`config.mk`:
```
export PLATFORM = sky130hd
export DESIGN_NAME = seq_mult_ctrl
export DESIGN_NICKNAME = d
export VERILOG_FILES = /design/src/rtl/seq_mult_pkg.sv /design/src/rtl/seq_mult_ctrl.sv
export SDC_FILE = /design/constraint.sdc
export NUM_CORES = 1
export LEC_CHECK = 0
export BUFFER_PORTS_ARGS = -buffer_cell sky130_fd_sc_hd__buf_4
export CELL_PAD_IN_SITES_DETAIL_PLACEMENT = 0
export CELL_PAD_IN_SITES_GLOBAL_PLACEMENT = 1
export CORE_ASPECT_RATIO = 1.75
export CORE_MARGIN = 4
export CORE_UTILIZATION = 37
export DETAILED_ROUTE_END_ITERATION = 10
export PLACE_DENSITY = 0.77
export REMOVE_ABC_BUFFERS = 1
export SLEW_MARGIN = 20
export SYNTH_ARGS = -nofsm -noshare
export SYNTH_HDL_FRONTEND = slang
export SYNTH_SLANG_ARGS = --single-unit
```
`constraint.sdc`:
```
create_clock -name clk -period 2.1 [get_ports clk]
set_clock_uncertainty 0.1 [all_clocks]
set_input_delay 0.42 -clock clk [delete_from_list [all_inputs] [get_ports clk]]
set_output_delay 0.42 -clock clk [all_outputs]
set_load 0.01 [all_outputs]
```
`src/rtl/seq_mult_pkg.sv`:
```
// Shared constants and state encoding for the sequential-multiplier operand sequencer.
package seq_mult_pkg;

    localparam int OP_W      = 8;
    localparam int PROD_W    = 16;
    localparam int MUL_STEPS = 8;
    localparam int STEP_W    = $clog2(MUL_STEPS);

    localparam logic [STEP_W-1:0] STEP_LAST = STEP_W'(MUL_STEPS - 1);

    typedef enum logic [2:0] {
        IDLE,
        LOAD,
        RUN,
        CAPT,
        HOLD
    } seq_mult_state_t;

endpackage

```
`src/rtl/seq_mult_ctrl.sv`:
```
// Operand sequencer for the 8x8 shift-add multiplier: valid/ready in, fixed
// load-then-run sequence to the multiplier, registered product out.
//
// state | meaning
// IDLE  | in_ready high, waiting for an operand pair
// LOAD  | mul_en low one cycle: multiplier clears and latches op_b
// RUN   | mul_en high for MUL_STEPS edges, one shift-add step each
// CAPT  | mul_en low, mul_c final; captured at the closing edge
// HOLD  | out_valid high until the consumer takes the product
module seq_mult_ctrl
    import seq_mult_pkg::*;
(
    input  logic              clk,
    input  logic              rst_n,
    input  logic              in_valid,
    output logic              in_ready,
    input  logic [OP_W-1:0]   in_a,
    input  logic [OP_W-1:0]   in_b,
    output logic              mul_en,
    output logic [OP_W-1:0]   mul_a,
    output logic [OP_W-1:0]   mul_b,
    input  logic [PROD_W-1:0] mul_c,
    output logic              out_valid,
    input  logic              out_ready,
    output logic [PROD_W-1:0] out_data
);

    seq_mult_state_t     r_state;
    logic [OP_W-1:0]     r_op_a;
    logic [OP_W-1:0]     r_op_b;
    logic [STEP_W-1:0]   r_step_cnt;
    logic                r_mul_en;
    logic                r_in_ready;
    logic                r_out_valid;
    logic [PROD_W-1:0]   r_out_data;

    logic w_accept;
    logic w_out_hs;

    assign w_accept = in_valid && r_in_ready;
    assign w_out_hs = r_out_valid && out_ready;

    always_ff @(posedge clk or negedge rst_n) begin
        if (!rst_n) begin
            r_state     <= IDLE;
            r_op_a      <= '0;
            r_op_b      <= '0;
            r_step_cnt  <= '0;
            r_mul_en    <= 1'b0;
            r_in_ready  <= 1'b1;
            r_out_valid <= 1'b0;
            r_out_data  <= '0;
        end else begin
            case (r_state)
                IDLE: begin
                    if (w_accept) begin
                        r_op_a     <= in_a;
                        r_op_b     <= in_b;
                        r_in_ready <= 1'b0;
                        r_state    <= LOAD;
                    end
                end
                LOAD: begin
                    r_step_cnt <= '0;
                    r_mul_en   <= 1'b1;
                    r_state    <= RUN;
                end
                RUN: begin
                    r_step_cnt <= r_step_cnt + STEP_W'(1);
                    if (r_step_cnt == STEP_LAST) begin
                        r_mul_en <= 1'b0;
                        r_state  <= CAPT;
                    end
                end
                // The multiplier clears at this same edge; the pre-edge product is what lands here.
                CAPT: begin
                    r_out_data  <= mul_c;
                    r_out_valid <= 1'b1;
                    r_state     <= HOLD;
                end
                HOLD: begin
                    if (w_out_hs) begin
                        r_out_valid <= 1'b0;
                        r_in_ready  <= 1'b1;
                        r_state     <= IDLE;
                    end
                end
                default: begin
                    r_mul_en    <= 1'b0;
                    r_in_ready  <= 1'b1;
                    r_out_valid <= 1'b0;
                    r_state     <= IDLE;
                end
            endcase
        end
    end

    assign in_ready  = r_in_ready;
    assign mul_en    = r_mul_en;
    assign mul_a     = r_op_a;
    assign mul_b     = r_op_b;
    assign out_valid = r_out_valid;
    assign out_data  = r_out_data;

endmodule

```
# Yosys cells after proc, flatten, opt, wreduce, memory -nomap -nowiden
# Cells that the tools add are included.
# totals
elab_cells	44
ff_bits	41
# classes
n_mux	12
n_bitwise	3
add_sub_neg	1
n_eq_ne	8
n_reduce_logical	12
# ops
operator	n
$pmux 3 s5	1
$mux 3	3
$pmux 1 s3	3
$reduce_or 3->1	3
$eq 3x2->1 const B	2
$eq 3x3->1 const B	2
$ne 2x2->1 const B	3
$pmux 3 s2	1
$reduce_and 2->1	3
$reduce_and 3->1	2
$mux 1	4
$add 3x1->3 const B	1
$eq 3x1->1 const B	1
$logic_not 3->1	1
$not 1->1	3
$logic_and 1x1->1	2
$reduce_bool 2->1	1

# Logic depth before layout (Yosys ltp)
# Gate-level depths: netlist of run 1.
# depth
depth_word	4
mapped_depth	5
mapped_depth_nobuf	5

# Worst setup path before layout of run 1
# Ideal clock, no wire load.
# synth_path
kind	flip-flop to flip-flop
startpoint	reg r_in_ready (netlist: in_ready)
endpoint	reg r_op_a[0] (netlist: mul_a[0])
synth_period_minus_slack_ps	1743
t_required_ps	1875
stages_incl_launch_ff	5
slack_ps	357
n_path_buf	1
arrival_ps	1518
setup_ps	125
cell_sequence	dfstp_2 -> nand2_1 -> nor4_4 -> buf_6 -> mux2_4
# synth_via
elab_chain_len	2
# synth_rtl
element	line_no	text
start, declared	seq_mult_ctrl.sv:33	logic r_in_ready;
start signal, assigned	seq_mult_ctrl.sv:50	r_in_ready <= 1'b1;
start signal, assigned	seq_mult_ctrl.sv:59	r_in_ready <= 1'b0;
start signal, assigned	seq_mult_ctrl.sv:84	r_in_ready <= 1'b1;
$logic_and 1x1->1	seq_mult_ctrl.sv:40	assign w_accept = in_valid && r_in_ready;
$reduce_and 2->1 (no source line)	--	
end signal, assigned	seq_mult_ctrl.sv:57	r_op_a <= in_a;
end, declared	seq_mult_ctrl.sv:29	logic [OP_W-1:0] r_op_a;
# No other way between the ends.
# A chain may end at the register's enable or synchronous reset.

# Worst setup path after layout of run 1
# layout_path
startpoint	reg r_state[0]
endpoint	reg r_op_b[1] (netlist: mul_b[1])
# layout_via
elab_chain_len	2
# layout_rtl
element	line_no	text
start, declared	seq_mult_ctrl.sv:28	seq_mult_state_t r_state;
start signal, assigned	seq_mult_ctrl.sv:45	r_state <= IDLE;
start signal, assigned	seq_mult_ctrl.sv:60	r_state <= LOAD;
start signal, assigned	seq_mult_ctrl.sv:66	r_state <= RUN;
$logic_not 3->1	seq_mult_ctrl.sv:54	case (r_state)
$reduce_and 2->1 (no source line)	--	
end signal, assigned	seq_mult_ctrl.sv:58	r_op_b <= in_b;
end, declared	seq_mult_ctrl.sv:30	logic [OP_W-1:0] r_op_b;
# No other way between the ends.

==> flow_results.xml, run 1 <==
<?xml version="1.0" encoding="UTF-8"?>
<metrics>
  <group name="sta">
    <metric name="setup-violations-final" unit="">0</metric>
    <metric name="fin_hold_ws" unit="ns">0.000449</metric>
    <metric name="final.min_clock_period" unit="ns">1.77</metric>
    <metric name="grt_setup_unrepaired" unit="">no</metric>
    <metric name="slew_headroom" unit="%">65.7</metric>
    <metric name="timing.final.max_slew_violations" unit="">0</metric>
    <metric name="tns" unit="ns">0</metric>
    <metric name="final.setup.worst_slack" unit="ns">0.326</metric>
    <metric name="final_cycle_utilization_of_the_critical_path" unit="%">84.5</metric>
    <metric name="hold_viol_final" unit="">0</metric>
    <metric name="worst_slew_pin_slew" unit="ns">0.515</metric>
    <metric name="fmaxAchievable" unit="MHz">564</metric>
  </group>
  <group name="cts">
    <metric name="clk-insertion-delay-late" unit="ns">0.28</metric>
    <metric name="cts_tree" unit="">built</metric>
    <metric name="tritoncts.num_buffers" unit="">5</metric>
    <metric name="clkTransAtPathRegs" unit="ns">0.08</metric>
    <metric name="cts-root-to-sink-buffers" unit="">2</metric>
    <metric name="clock_tree_root_buffer_cell" unit="">clkbuf_8</metric>
    <metric name="cts_setup_buffers" unit="">0</metric>
    <metric name="tritoncts_num_sinks" unit="">41</metric>
    <metric name="htree_num_levels" unit="">2</metric>
    <metric name="cts_resized" unit="">0</metric>
    <metric name="cts_hold_buffers" unit="">0</metric>
  </group>
  <group name="yosys">
    <metric name="post_synth_and_or_nand_nor_area_fraction" unit="%">5.70</metric>
    <metric name="main_combinational_cell_family_by_area_after_synthesis" unit="">multiplexers</metric>
    <metric name="adder_cell_share_of_the_synthesized_area" unit="%">1.48</metric>
    <metric name="number_of_cells_produced_by_synthesis" unit="">114</metric>
    <metric name="postSynth.asyncResetShare" unit="%">100</metric>
    <metric name="synth_top_flop_cell" unit="">dfrtp_1</metric>
    <metric name="synth.distinct_cells" unit="">25</metric>
    <metric name="synth_top_area_share" unit="%">59.3</metric>
    <metric name="seq_cells_post_synth" unit="">41</metric>
    <metric name="synth-seq-area-share" unit="%">60.8</metric>
    <metric name="synth-edff-count" unit="">0</metric>
    <metric name="synth-xor-area-share" unit="%">0.519</metric>
    <metric name="multiplexer_share_of_the_synthesized_area" unit="%">23.9</metric>
    <metric name="yosysWarnings" unit="">0</metric>
    <metric name="synth_compound_area_share" unit="%">4.96</metric>
    <metric name="synthTopCellsByArea" unit="">dfrtp_1 (59%), mux2_2 (15%), mux2_4 (8.0%)</metric>
    <metric name="synth_area_per_cell" unit="µm²">14.8</metric>
    <metric name="syn_area" unit="µm²">1690</metric>
    <metric name="synth.top_cells.by_count" unit="">dfrtp_1 (40), mux2_2 (23), mux2_4 (9)</metric>
    <metric name="post-synth-top-count-cell" unit="">dfrtp_1</metric>
    <metric name="yosys.area.top_type" unit="">dfrtp_1</metric>
  </group>
  <group name="routing">
    <metric name="wl" unit="µm">3760</metric>
    <metric name="dr_total_vias" unit="">1181</metric>
    <metric name="postRouteAntennaNets" unit="">0</metric>
    <metric name="routed_wire_length_per_instance" unit="µm">15.7</metric>
    <metric name="viasPerCell" unit="">4.94</metric>
    <metric name="drt-pass1-iter-count" unit="">4</metric>
    <metric name="dr.first_iter.drc_count" unit="">18</metric>
    <metric name="route.detailed.drc" unit="">0</metric>
  </group>
  <group name="worst_hold_path">
    <metric name="holdCritPathClass" unit="">in2async</metric>
  </group>
  <group name="floorplan">
    <metric name="design.core.area" unit="µm²">4400</metric>
    <metric name="floorplan.die_area" unit="µm²">5750</metric>
    <metric name="number_of_placement_rows" unit="">32</metric>
    <metric name="die_height" unit="µm">97.4</metric>
    <metric name="io-pin-count" unit="">71</metric>
    <metric name="initial_utilization" unit="%">38.4</metric>
    <metric name="dieWidth" unit="µm">59.1</metric>
  </group>
  <group name="cells_and_area">
    <metric name="area.sequential" unit="µm²">1030</metric>
    <metric name="multiInputGateArea" unit="µm²">618</metric>
    <metric name="n_fill_cell" unit="">405</metric>
    <metric name="drive_gt1_share" unit="%">60.6</metric>
    <metric name="area_growth_syn_to_layout" unit="%">39.2</metric>
    <metric name="n_antenna_cell" unit="">0</metric>
    <metric name="layout.nets" unit="">225</metric>
  </group>
  <group name="power">
    <metric name="max-vdd-ir-drop" unit="µV">1060</metric>
    <metric name="power.static_leakage" unit="nW">1.13</metric>
    <metric name="power_density_cells" unit="nW/µm²">1510</metric>
    <metric name="design_power_total" unit="mW">3.56</metric>
  </group>
  <group name="placement">
    <metric name="io_buffers" unit="">70</metric>
    <metric name="finalWeightedCongestion" unit="">0.682</metric>
    <metric name="pre_cts_ws" unit="ns">0.340</metric>
    <metric name="hpwlAfterDp" unit="µm">2900</metric>
  </group>
  <group name="critical_path">
    <metric name="timing.reg2reg.worst_path_depth" unit="">3</metric>
    <metric name="critPathMaxFanout" unit="">17</metric>
    <metric name="critical_path.startpoint_type" unit="">flip-flop</metric>
    <metric name="regToRegStartpoint" unit="">r_state[0]</metric>
    <metric name="critical_path.max_stage_delay" unit="ns">0.55</metric>
    <metric name="cp_num_buf_inv" unit="">1</metric>
    <metric name="timing.critical_path.to_type" unit="">flip-flop</metric>
    <metric name="crit_required" unit="ns">2.17</metric>
    <metric name="critical_path.reg2reg.endpoint" unit="">mul_b[1]</metric>
    <metric name="critical-path-slowest-cell" unit="">dfrtp_1</metric>
    <metric name="rrSetupSlack" unit="ns">0.33</metric>
    <metric name="worstPathArrival" unit="ns">1.84</metric>
    <metric name="path_delay_family" unit="">flip-flops</metric>
    <metric name="crit_chain" unit="">nor4_4 &gt; buf_4 &gt; mux2_2</metric>
    <metric name="timing.setup.critical_path_class" unit="">reg2reg</metric>
  </group>
  <group name="global_route">
    <metric name="first_global_vias" unit="">1285</metric>
    <metric name="global_route_wire_length_before_repair" unit="µm">6320</metric>
    <metric name="grtUsageTotal" unit="%">14.3</metric>
    <metric name="grt_start_max_net_pins" unit="">42</metric>
    <metric name="grt-ovfl-total" unit="">0</metric>
    <metric name="antenna_found_initial" unit="">0</metric>
  </group>
  <group name="flow_run">
    <metric name="drv_cap" unit="">0</metric>
  </group>
  <group name="outcome">
    <metric name="outcome" unit="">completed</metric>
  </group>
</metrics>
==> cell usage in the layout, fill, tap and decap left out, types with 2 or more instances in the layout <==
cell type | synthesis | layout
mux2_2 | 23 | 23
nand2_1 | 6 | 6
nor2b_1 | 2 | 2
mux2_4 | 9 | 9
clkbuf_8 | 0 | 7
o21ai_0 | 6 | 6
dfrtp_1 | 40 | 40
a22oi_1 | 2 | 2
inv_1 | 2 | 2
ha_1 | 2 | 2
nor2_1 | 3 | 3
buf_4 | 0 | 71
a21oi_1 | 3 | 3
==> cell type report <==
cell class                 instances  area share, %
inverter                           2          0.319
multi-input combinational         66           26.3
clock buffer                       7           4.10
tap                               51           2.71
clock inverter                     1          0.213
timing repair buffer              71           22.7
sequential                        41           43.7
==> worst max-delay path by stage <==
stage               startpoint       end  slack [ns]  cells past startpoint
floorplan           r_state[0]  mul_a[4]        0.06                      2
global placement    r_state[0]  mul_b[0]        0.41                      3
detailed placement  r_state[0]  mul_b[1]        0.34                      3
CTS                 r_state[0]  mul_b[1]        0.33                      3
global route        r_state[0]  mul_b[1]        0.25                      3
finish              r_state[0]  mul_b[1]        0.33                      3
==> layer usage <==
metal	up-vias	GRT usage, %	wire length [µm]
met1	608	15.2	1250
met4	0	4.19	29
met2	29	26.2	2290
li1	542	-	-
met3	2	3.99	184
met5	-	0	0
==> power breakdown <==
part           switching, mW  total (mW)  internal (mW)
logic                  0.603        1.52          0.920
clock network          0.249       0.546          0.297
registers              0.300        1.49           1.19
total                   1.15        3.56           2.41
==> state kept, by name, summed over array words and instances (netlist names) <==
register,cells
mul_a,8
out_valid,1
mul_b,8
r_state,3
in_ready,1
out_data,16
mul_en,1
r_step_cnt,3
==> through the flow <==
step | utilization, % | area, µm² | std cells
detailed placement | 51.1 | 2250 | 231
finish | 53.4 | 2350 | 239
CTS | 53.4 | 2350 | 239
floorplan | - | 1650 | 109
global route | 53.4 | 2350 | 239
global placement | 51.1 | 2250 | 231
==> cell families after synthesis <==
kind of cell             Yosys count
AO/OA/AOI/OAI                     14
adder cells (fa/ha/maj)            2
multiplexers                      33
buffers and inverters              7
flip-flops                        41
XOR/XNOR                           1
AND/OR/NAND/NOR                   16
Power figures use the tool's default switching activity.
==> run 2, diff against run 1 <==
--- a/config.mk
+++ b/config.mk
@@ -10,9 +10,9 @@
 export CELL_PAD_IN_SITES_GLOBAL_PLACEMENT = 1
 export CORE_ASPECT_RATIO = 1.75
 export CORE_MARGIN = 4
-export CORE_UTILIZATION = 37
+export CORE_UTILIZATION = 33
 export DETAILED_ROUTE_END_ITERATION = 10
-export PLACE_DENSITY = 0.77
+export PLACE_DENSITY = 0.72
 export REMOVE_ABC_BUFFERS = 1
 export SLEW_MARGIN = 20
 export SYNTH_ARGS = -nofsm -noshare
==> constraint.sdc (replaced) <==
create_clock -name clk -period 1.5 [get_ports clk]
set_clock_uncertainty 0.1 [all_clocks]
set_input_delay 0.3 -clock clk [delete_from_list [all_inputs] [get_ports clk]]
set_output_delay 0.3 -clock clk [all_outputs]
set_load 0.01 [all_outputs]
==> flow_results.xml, run 2 (synthesized netlist as in run 1, its figures left out) <==
<?xml version="1.0" encoding="UTF-8"?>
<metrics>
  <group name="placement">
    <metric name="finalWeightedCongestion" unit="">0.700</metric>
    <metric name="hpwlAfterDp" unit="µm">2910</metric>
    <metric name="io_buffers" unit="">70</metric>
  </group>
  <group name="floorplan">
    <metric name="die_height" unit="µm">103</metric>
    <metric name="number_of_placement_rows" unit="">34</metric>
    <metric name="dieWidth" unit="µm">62.1</metric>
    <metric name="floorplan.die_area" unit="µm²">6370</metric>
    <metric name="design.core.area" unit="µm²">4980</metric>
    <metric name="io-pin-count" unit="">71</metric>
    <metric name="initial_utilization" unit="%">33.9</metric>
  </group>
  <group name="cts">
    <metric name="tritoncts.num_buffers" unit="">5</metric>
    <metric name="tritoncts_num_sinks" unit="">41</metric>
    <metric name="cts-root-to-sink-buffers" unit="">2</metric>
    <metric name="clock_tree_root_buffer_cell" unit="">clkbuf_8</metric>
    <metric name="cts_tree" unit="">built</metric>
    <metric name="clkTransAtPathRegs" unit="ns">0.08</metric>
    <metric name="clk-insertion-delay-late" unit="ns">0.29</metric>
    <metric name="htree_num_levels" unit="">2</metric>
  </group>
  <group name="cells_and_area">
    <metric name="layout.nets" unit="">238</metric>
    <metric name="area_growth_syn_to_layout" unit="%">48.9</metric>
    <metric name="n_antenna_cell" unit="">0</metric>
    <metric name="max_reg_flops" unit="">16</metric>
    <metric name="most_common_library_cell_in_the_layout_ignoring_fill_and_taps" unit="">buf_4</metric>
    <metric name="drive_gt1_share" unit="%">63.2</metric>
    <metric name="n_fill_cell" unit="">445</metric>
    <metric name="layout_common_cells" unit="">buf_4 (79), dfrtp_1 (40), mux2_2 (21)</metric>
  </group>
  <group name="power">
    <metric name="p_switching" unit="mW">1.71</metric>
    <metric name="power_frac_comb" unit="%">47.5</metric>
    <metric name="power.static_leakage" unit="nW">1.22</metric>
    <metric name="max-vdd-ir-drop" unit="µV">1240</metric>
    <metric name="design_power_total" unit="mW">5.19</metric>
    <metric name="power_report.internal_total" unit="mW">3.47</metric>
    <metric name="clockPowerShare" unit="%">13.5</metric>
    <metric name="power_density_cells" unit="nW/µm²">2060</metric>
    <metric name="power.share.switching" unit="%">33.0</metric>
    <metric name="power.sequential.fraction" unit="%">39.0</metric>
  </group>
  <group name="sta">
    <metric name="final_cycle_utilization_of_the_critical_path" unit="%">107</metric>
    <metric name="grt_setup_unrepaired" unit="">yes</metric>
    <metric name="fmaxAchievable" unit="MHz">621</metric>
    <metric name="timing.final.max_slew_violations" unit="">0</metric>
    <metric name="setup-violations-final" unit="">16</metric>
    <metric name="final.setup.worst_slack" unit="ns">-0.111</metric>
    <metric name="final.min_clock_period" unit="ns">1.61</metric>
    <metric name="worst_slew_pin_slew" unit="ns">0.517</metric>
    <metric name="slew_headroom" unit="%">65.5</metric>
    <metric name="hold_viol_final" unit="">0</metric>
    <metric name="fin_hold_ws" unit="ns">0.133</metric>
  </group>
  <group name="outcome">
    <metric name="violations" unit="">setup timing</metric>
    <metric name="outcome" unit="">finished with violations</metric>
  </group>
  <group name="global_route">
    <metric name="first_global_vias" unit="">1335</metric>
    <metric name="grtUsageTotal" unit="%">13.5</metric>
    <metric name="global_route_wire_length_before_repair" unit="µm">6220</metric>
    <metric name="antenna_found_initial" unit="">0</metric>
    <metric name="grt_start_max_net_pins" unit="">42</metric>
    <metric name="grt-ovfl-total" unit="">0</metric>
  </group>
  <group name="routing">
    <metric name="routed_wire_length_per_instance" unit="µm">15.9</metric>
    <metric name="route.detailed.drc" unit="">0</metric>
    <metric name="dr.first_iter.drc_count" unit="">8</metric>
    <metric name="dr_total_vias" unit="">1232</metric>
    <metric name="drt-pass1-iter-count" unit="">4</metric>
    <metric name="wl" unit="µm">4060</metric>
    <metric name="postRouteAntennaNets" unit="">0</metric>
    <metric name="viasPerCell" unit="">4.83</metric>
  </group>
  <group name="critical_path">
    <metric name="timing.critical_path.to_type" unit="">flip-flop</metric>
    <metric name="worstPathArrival" unit="ns">1.68</metric>
    <metric name="crit_required" unit="ns">1.57</metric>
    <metric name="critPathMaxFanout" unit="">4</metric>
    <metric name="critical_path.startpoint_type" unit="">flip-flop</metric>
    <metric name="timing.setup.critical_path_class" unit="">reg2reg</metric>
  </group>
  <group name="worst_hold_path">
    <metric name="holdCritPathClass" unit="">in2reg</metric>
  </group>
  <group name="flow_run">
    <metric name="drv_cap" unit="">0</metric>
  </group>
</metrics>
[run 2: worst paths after layout]
kind	from	to	slack, ns	cells after the start
setup / recovery	in_ready	mul_a[7]	-0.11	5
setup reg to reg	in_ready	mul_a[7]	-0.11	5
min in group asynchronous	rst_n	out_data[1]	0.43	2
hold / removal	mul_c[4]	out_data[4]	0.13	2
max in group asynchronous	rst_n	in_ready	0.50	2
hold reg to reg	out_data[15]	out_data[15]	0.41	1
[run 2: stage by stage]
| step | util [%] | std cells | TNS (ns) | worst slack (ns) | area [µm²] |
|---|---|---|---|---|---|
| after detailed placement | 46.7 | 240 | -1.08 | -0.102 | 2320 |
| after global placement | 46.7 | 240 | -0.436 | -0.0467 | 2320 |
| after CTS | 49.7 | 252 | -1.38 | -0.100 | 2470 |
| after floorplan | - | 109 | -8.24 | -0.536 | 1650 |
| after global routing | 50.5 | 255 | -2.34 | -0.152 | 2510 |
| final | 50.5 | 255 | -1.63 | -0.111 | 2510 |
[run 2: critical path, cell delays in order (launching register included)]
cell	delay (ns)
dfstp_2	0.56
nand2_4	0.06
nor4_4	0.15
buf_4	0.18
clkbuf_16	0.14
mux2_4	0.30
[run 2: area by class of cell]
| cell class | instances | area [µm²] | share of cell area [%] |
|---|---|---|---|
| sequential | 41 | 1030 | 40.8 |
| timing repair buffer | 84 | 693 | 27.6 |
| multi-input combinational | 66 | 633 | 25.2 |
| clock buffer | 5 | 68.8 | 2.74 |
| tap | 54 | 67.6 | 2.69 |
| clock inverter | 3 | 17.5 | 0.697 |
| inverter | 2 | 7.51 | 0.299 |
[run 2: timing repair]
action	4_1_cts	5_1_grt
endpoints found under the setup margin	16	16
buffers inserted	2	2
endpoints found under the hold margin	40	0
gates resized for setup	2	3
hold buffers	1	0
gates cloned	1	1
[run 2: power by group through the flow]
stage          registers [mW]  clock network, mW  logic (mW)
2_1_floorplan            2.25                  0       0.898
3_3_place_gp             1.99                  0        2.26
3_5_place_dp             2.02                  0        2.36
4_1_cts                  2.02              0.724        2.44
5_1_grt                  2.08              0.767        2.66
6_report                 2.02              0.703        2.46
[run 2: layer usage]
layer | routed length, µm | global-route usage [%] | vias to the layer above
li1 | - | - | 568
met1 | 1450 | 14.4 | 616
met2 | 2290 | 23.8 | 40
met3 | 238 | 3.51 | 8
met4 | 81 | 5.88 | 0
met5 | 0 | 0 | -
==> run 3, diff against run 2 <==
--- a/config.mk
+++ b/config.mk
@@ -5,12 +5,13 @@
 export SDC_FILE = /design/constraint.sdc
 export NUM_CORES = 1
 export LEC_CHECK = 0
+export ABC_AREA = 1
 export BUFFER_PORTS_ARGS = -buffer_cell sky130_fd_sc_hd__buf_4
 export CELL_PAD_IN_SITES_DETAIL_PLACEMENT = 0
 export CELL_PAD_IN_SITES_GLOBAL_PLACEMENT = 1
 export CORE_ASPECT_RATIO = 1.75
 export CORE_MARGIN = 4
-export CORE_UTILIZATION = 33
+export CORE_UTILIZATION = 30
 export DETAILED_ROUTE_END_ITERATION = 10
 export PLACE_DENSITY = 0.72
 export REMOVE_ABC_BUFFERS = 1
==> flow_results.xml, run 3 <==
<?xml version="1.0" encoding="UTF-8"?>
<metrics>
  <group name="outcome">
    <metric name="outcome" unit="">completed</metric>
  </group>
  <group name="placement">
    <metric name="io_buffers" unit="">70</metric>
    <metric name="finalWeightedCongestion" unit="">0.732</metric>
    <metric name="dp.cells" unit="">327</metric>
    <metric name="pre_cts_ws" unit="ns">0.172</metric>
    <metric name="hpwlAfterDp" unit="µm">2890</metric>
  </group>
  <group name="yosys">
    <metric name="post-synth-top-count-cell" unit="">nand2_1</metric>
    <metric name="postSynth.asyncResetShare" unit="%">100</metric>
    <metric name="synth_area_per_cell" unit="µm²">8.96</metric>
    <metric name="number_of_cells_produced_by_synthesis" unit="">185</metric>
    <metric name="synth-edff-count" unit="">0</metric>
    <metric name="synth.top_cells.by_count" unit="">nand2_1 (113), dfrtp_1 (40), nand3_1 (7)</metric>
    <metric name="yosysWarnings" unit="">0</metric>
    <metric name="synth.distinct_cells" unit="">15</metric>
    <metric name="yosys.area.top_type" unit="">dfrtp_1</metric>
    <metric name="syn_area" unit="µm²">1660</metric>
    <metric name="synthTopCellsByArea" unit="">dfrtp_1 (60%), nand2_1 (26%), nand3_1 (2.1%)</metric>
    <metric name="seq_cells_post_synth" unit="">41</metric>
    <metric name="synth_top_area_share" unit="%">60.4</metric>
    <metric name="synth_top_flop_cell" unit="">dfrtp_1</metric>
    <metric name="synth-seq-area-share" unit="%">62.0</metric>
  </group>
  <group name="critical_path">
    <metric name="worstPathArrival" unit="ns">1.00</metric>
    <metric name="rrSetupSlack" unit="ns">0.19</metric>
    <metric name="crit_chain" unit="">buf_4</metric>
    <metric name="regToRegStartpoint" unit="">r_state[2]</metric>
    <metric name="critical_path.startpoint_type" unit="">flip-flop</metric>
    <metric name="critical_path.reg2reg.endpoint" unit="">mul_b[3]</metric>
    <metric name="critPathMaxFanout" unit="">4</metric>
    <metric name="crit_required" unit="ns">1.10</metric>
    <metric name="path_delay_family" unit="">flip-flops</metric>
    <metric name="cp_num_buf_inv" unit="">1</metric>
    <metric name="timing.setup.critical_path_class" unit="">reg2out</metric>
    <metric name="critical-path-slowest-cell" unit="">dfstp_2</metric>
    <metric name="timing.critical_path.to_type" unit="">primary output</metric>
    <metric name="critical_path.max_stage_delay" unit="ns">0.58</metric>
    <metric name="timing.reg2reg.worst_path_depth" unit="">5</metric>
  </group>
  <group name="global_route">
    <metric name="global_route_wire_length_before_repair" unit="µm">6610</metric>
    <metric name="first_global_vias" unit="">1432</metric>
    <metric name="grtUsageTotal" unit="%">12.4</metric>
    <metric name="grt_start_max_net_pins" unit="">42</metric>
    <metric name="grt-ovfl-total" unit="">0</metric>
    <metric name="antenna_found_initial" unit="">0</metric>
  </group>
  <group name="sta">
    <metric name="fmaxAchievable" unit="MHz">715</metric>
    <metric name="grt_setup_unrepaired" unit="">no</metric>
    <metric name="hold_viol_final" unit="">0</metric>
    <metric name="slew_headroom" unit="%">64.6</metric>
    <metric name="tns" unit="ns">0</metric>
    <metric name="final.setup.worst_slack" unit="ns">0.101</metric>
    <metric name="final.min_clock_period" unit="ns">1.40</metric>
    <metric name="timing.final.max_slew_violations" unit="">0</metric>
    <metric name="final_cycle_utilization_of_the_critical_path" unit="%">93.3</metric>
    <metric name="worst_slew_pin_slew" unit="ns">0.531</metric>
    <metric name="fin_hold_ws" unit="ns">0.106</metric>
    <metric name="setup-violations-final" unit="">0</metric>
  </group>
  <group name="worst_hold_path">
    <metric name="holdCritPathClass" unit="">in2reg</metric>
    <metric name="whs_path_depth" unit="">3</metric>
    <metric name="worst_hold_startpoint" unit="">in_a[2]</metric>
    <metric name="end_point_of_the_worst_hold_path" unit="">mul_a[2]</metric>
  </group>
  <group name="cells_and_area">
    <metric name="layout_common_cells" unit="">nand2_1 (113), buf_4 (72), dfrtp_1 (40)</metric>
    <metric name="n_antenna_cell" unit="">0</metric>
    <metric name="max_reg_flops" unit="">16</metric>
    <metric name="area_growth_syn_to_layout" unit="%">41.3</metric>
    <metric name="layout.nets" unit="">299</metric>
    <metric name="instances_no_fill" unit="">336</metric>
    <metric name="drive_gt1_share" unit="%">32.1</metric>
    <metric name="n_fill_cell" unit="">536</metric>
    <metric name="most_common_library_cell_in_the_layout_ignoring_fill_and_taps" unit="">nand2_1</metric>
  </group>
  <group name="routing">
    <metric name="postRouteAntennaNets" unit="">0</metric>
    <metric name="viasPerCell" unit="">4.09</metric>
    <metric name="dr_total_vias" unit="">1375</metric>
    <metric name="drt-pass1-iter-count" unit="">4</metric>
    <metric name="route.detailed.drc" unit="">0</metric>
    <metric name="routed_wire_length_per_instance" unit="µm">11.6</metric>
    <metric name="wl" unit="µm">3900</metric>
    <metric name="dr.first_iter.drc_count" unit="">65</metric>
  </group>
  <group name="cts">
    <metric name="cts_resized" unit="">0</metric>
    <metric name="clock_tree_root_buffer_cell" unit="">clkbuf_8</metric>
    <metric name="cts_tree" unit="">built</metric>
    <metric name="tritoncts_num_sinks" unit="">41</metric>
    <metric name="cts-root-to-sink-buffers" unit="">2</metric>
    <metric name="tritoncts.num_buffers" unit="">5</metric>
    <metric name="clkTransAtPathRegs" unit="ns">0.07</metric>
    <metric name="htree_num_levels" unit="">2</metric>
    <metric name="clk-insertion-delay-late" unit="ns">0.28</metric>
  </group>
  <group name="floorplan">
    <metric name="initial_utilization" unit="%">31.3</metric>
    <metric name="design.core.area" unit="µm²">5300</metric>
    <metric name="io-pin-count" unit="">71</metric>
    <metric name="floorplan.die_area" unit="µm²">6830</metric>
    <metric name="number_of_placement_rows" unit="">35</metric>
    <metric name="die_height" unit="µm">106</metric>
    <metric name="dieWidth" unit="µm">64.2</metric>
  </group>
  <group name="flow_run">
    <metric name="drv_cap" unit="">0</metric>
  </group>
  <group name="power">
    <metric name="power_density_cells" unit="nW/µm²">2010</metric>
    <metric name="design_power_total" unit="mW">4.71</metric>
    <metric name="max-vdd-ir-drop" unit="µV">889</metric>
    <metric name="power.static_leakage" unit="nW">1.32</metric>
  </group>
</metrics>
run 3: cell count changes in the layout (fill, tap and decap cells not counted), moves of 3 or more:
cell,change
inv_1,+3
mux2_2,-21
o21ai_0,-6
nand3_1,+7
buf_4,-7
nand2_1,+108
mux2_4,-11
clkbuf_1,+3
run 3: logic make-up after synthesis:
| logic type | synth area share, % |
|---|---|
| AND/OR/NAND/NOR | 31.8 |
| AO/OA/AOI/OAI | 0.604 |
| buffers and inverters | 4.08 |
| flip-flops | 62.0 |
| adder cells (fa/ha/maj) | 1.51 |
run 3: how the worst max path moves through the flow:
stage	from	end	slack [ns]	depth (start not counted)
after floorplan	in_ready	mul_a[0]	0.21	4
after global placement	r_state[0]	mul_b[3]	0.21	5
after detailed placement	r_state[0]	mul_b[5]	0.17	5
final	in_ready	in_ready	0.10	1
after global routing	r_state[2]	mul_b[5]	0.01	5
after CTS	in_ready	in_ready	0.09	1
run 3: power breakdown:
group | switching (mW) | leakage [nW] | total (mW) | internal [mW]
Combinational | 1.08 | 0.771 | 2.05 | 0.972
Sequential | 0.345 | 0.510 | 1.99 | 1.64
Clock | 0.345 | 0.0395 | 0.676 | 0.331
Total | 1.77 | 1.32 | 4.71 | 2.94
run 3: per-stage QoR:
stage / instance area, µm² / util, %
after floorplan: 1620 / -
after global placement: 2250 / 42.5
after detailed placement: 2250 / 42.5
after CTS: 2340 / 44.2
after global routing: 2340 / 44.2
final: 2340 / 44.2
run 3: repair_timing:
item | 4_1_cts | 5_1_grt
hold buffers | 1 | 0
endpoints found under the hold margin | 40 | 0
setup buffers | 0 | 0
run 3: cell type report:
class | instances | area, µm² | share of cell area [%]
sequential | 41 | 1030 | 43.9
multi-input combinational | 133 | 563 | 24.0
clock buffer | 8 | 80.1 | 3.42
tap | 74 | 92.6 | 3.95
inverter | 7 | 28.8 | 1.23
timing repair buffer | 73 | 551 | 23.5
run 3: layer usage:
layer / track usage [%] / vias up / part of all wire, %
met2: 20.7 / 36 / 52
met4: 5.90 / 0 / 2.4
met3: 3.28 / 6 / 5.7
met1: 14.5 / 619 / 39
li1: - / 714 / -
met5: 0 / - / 0
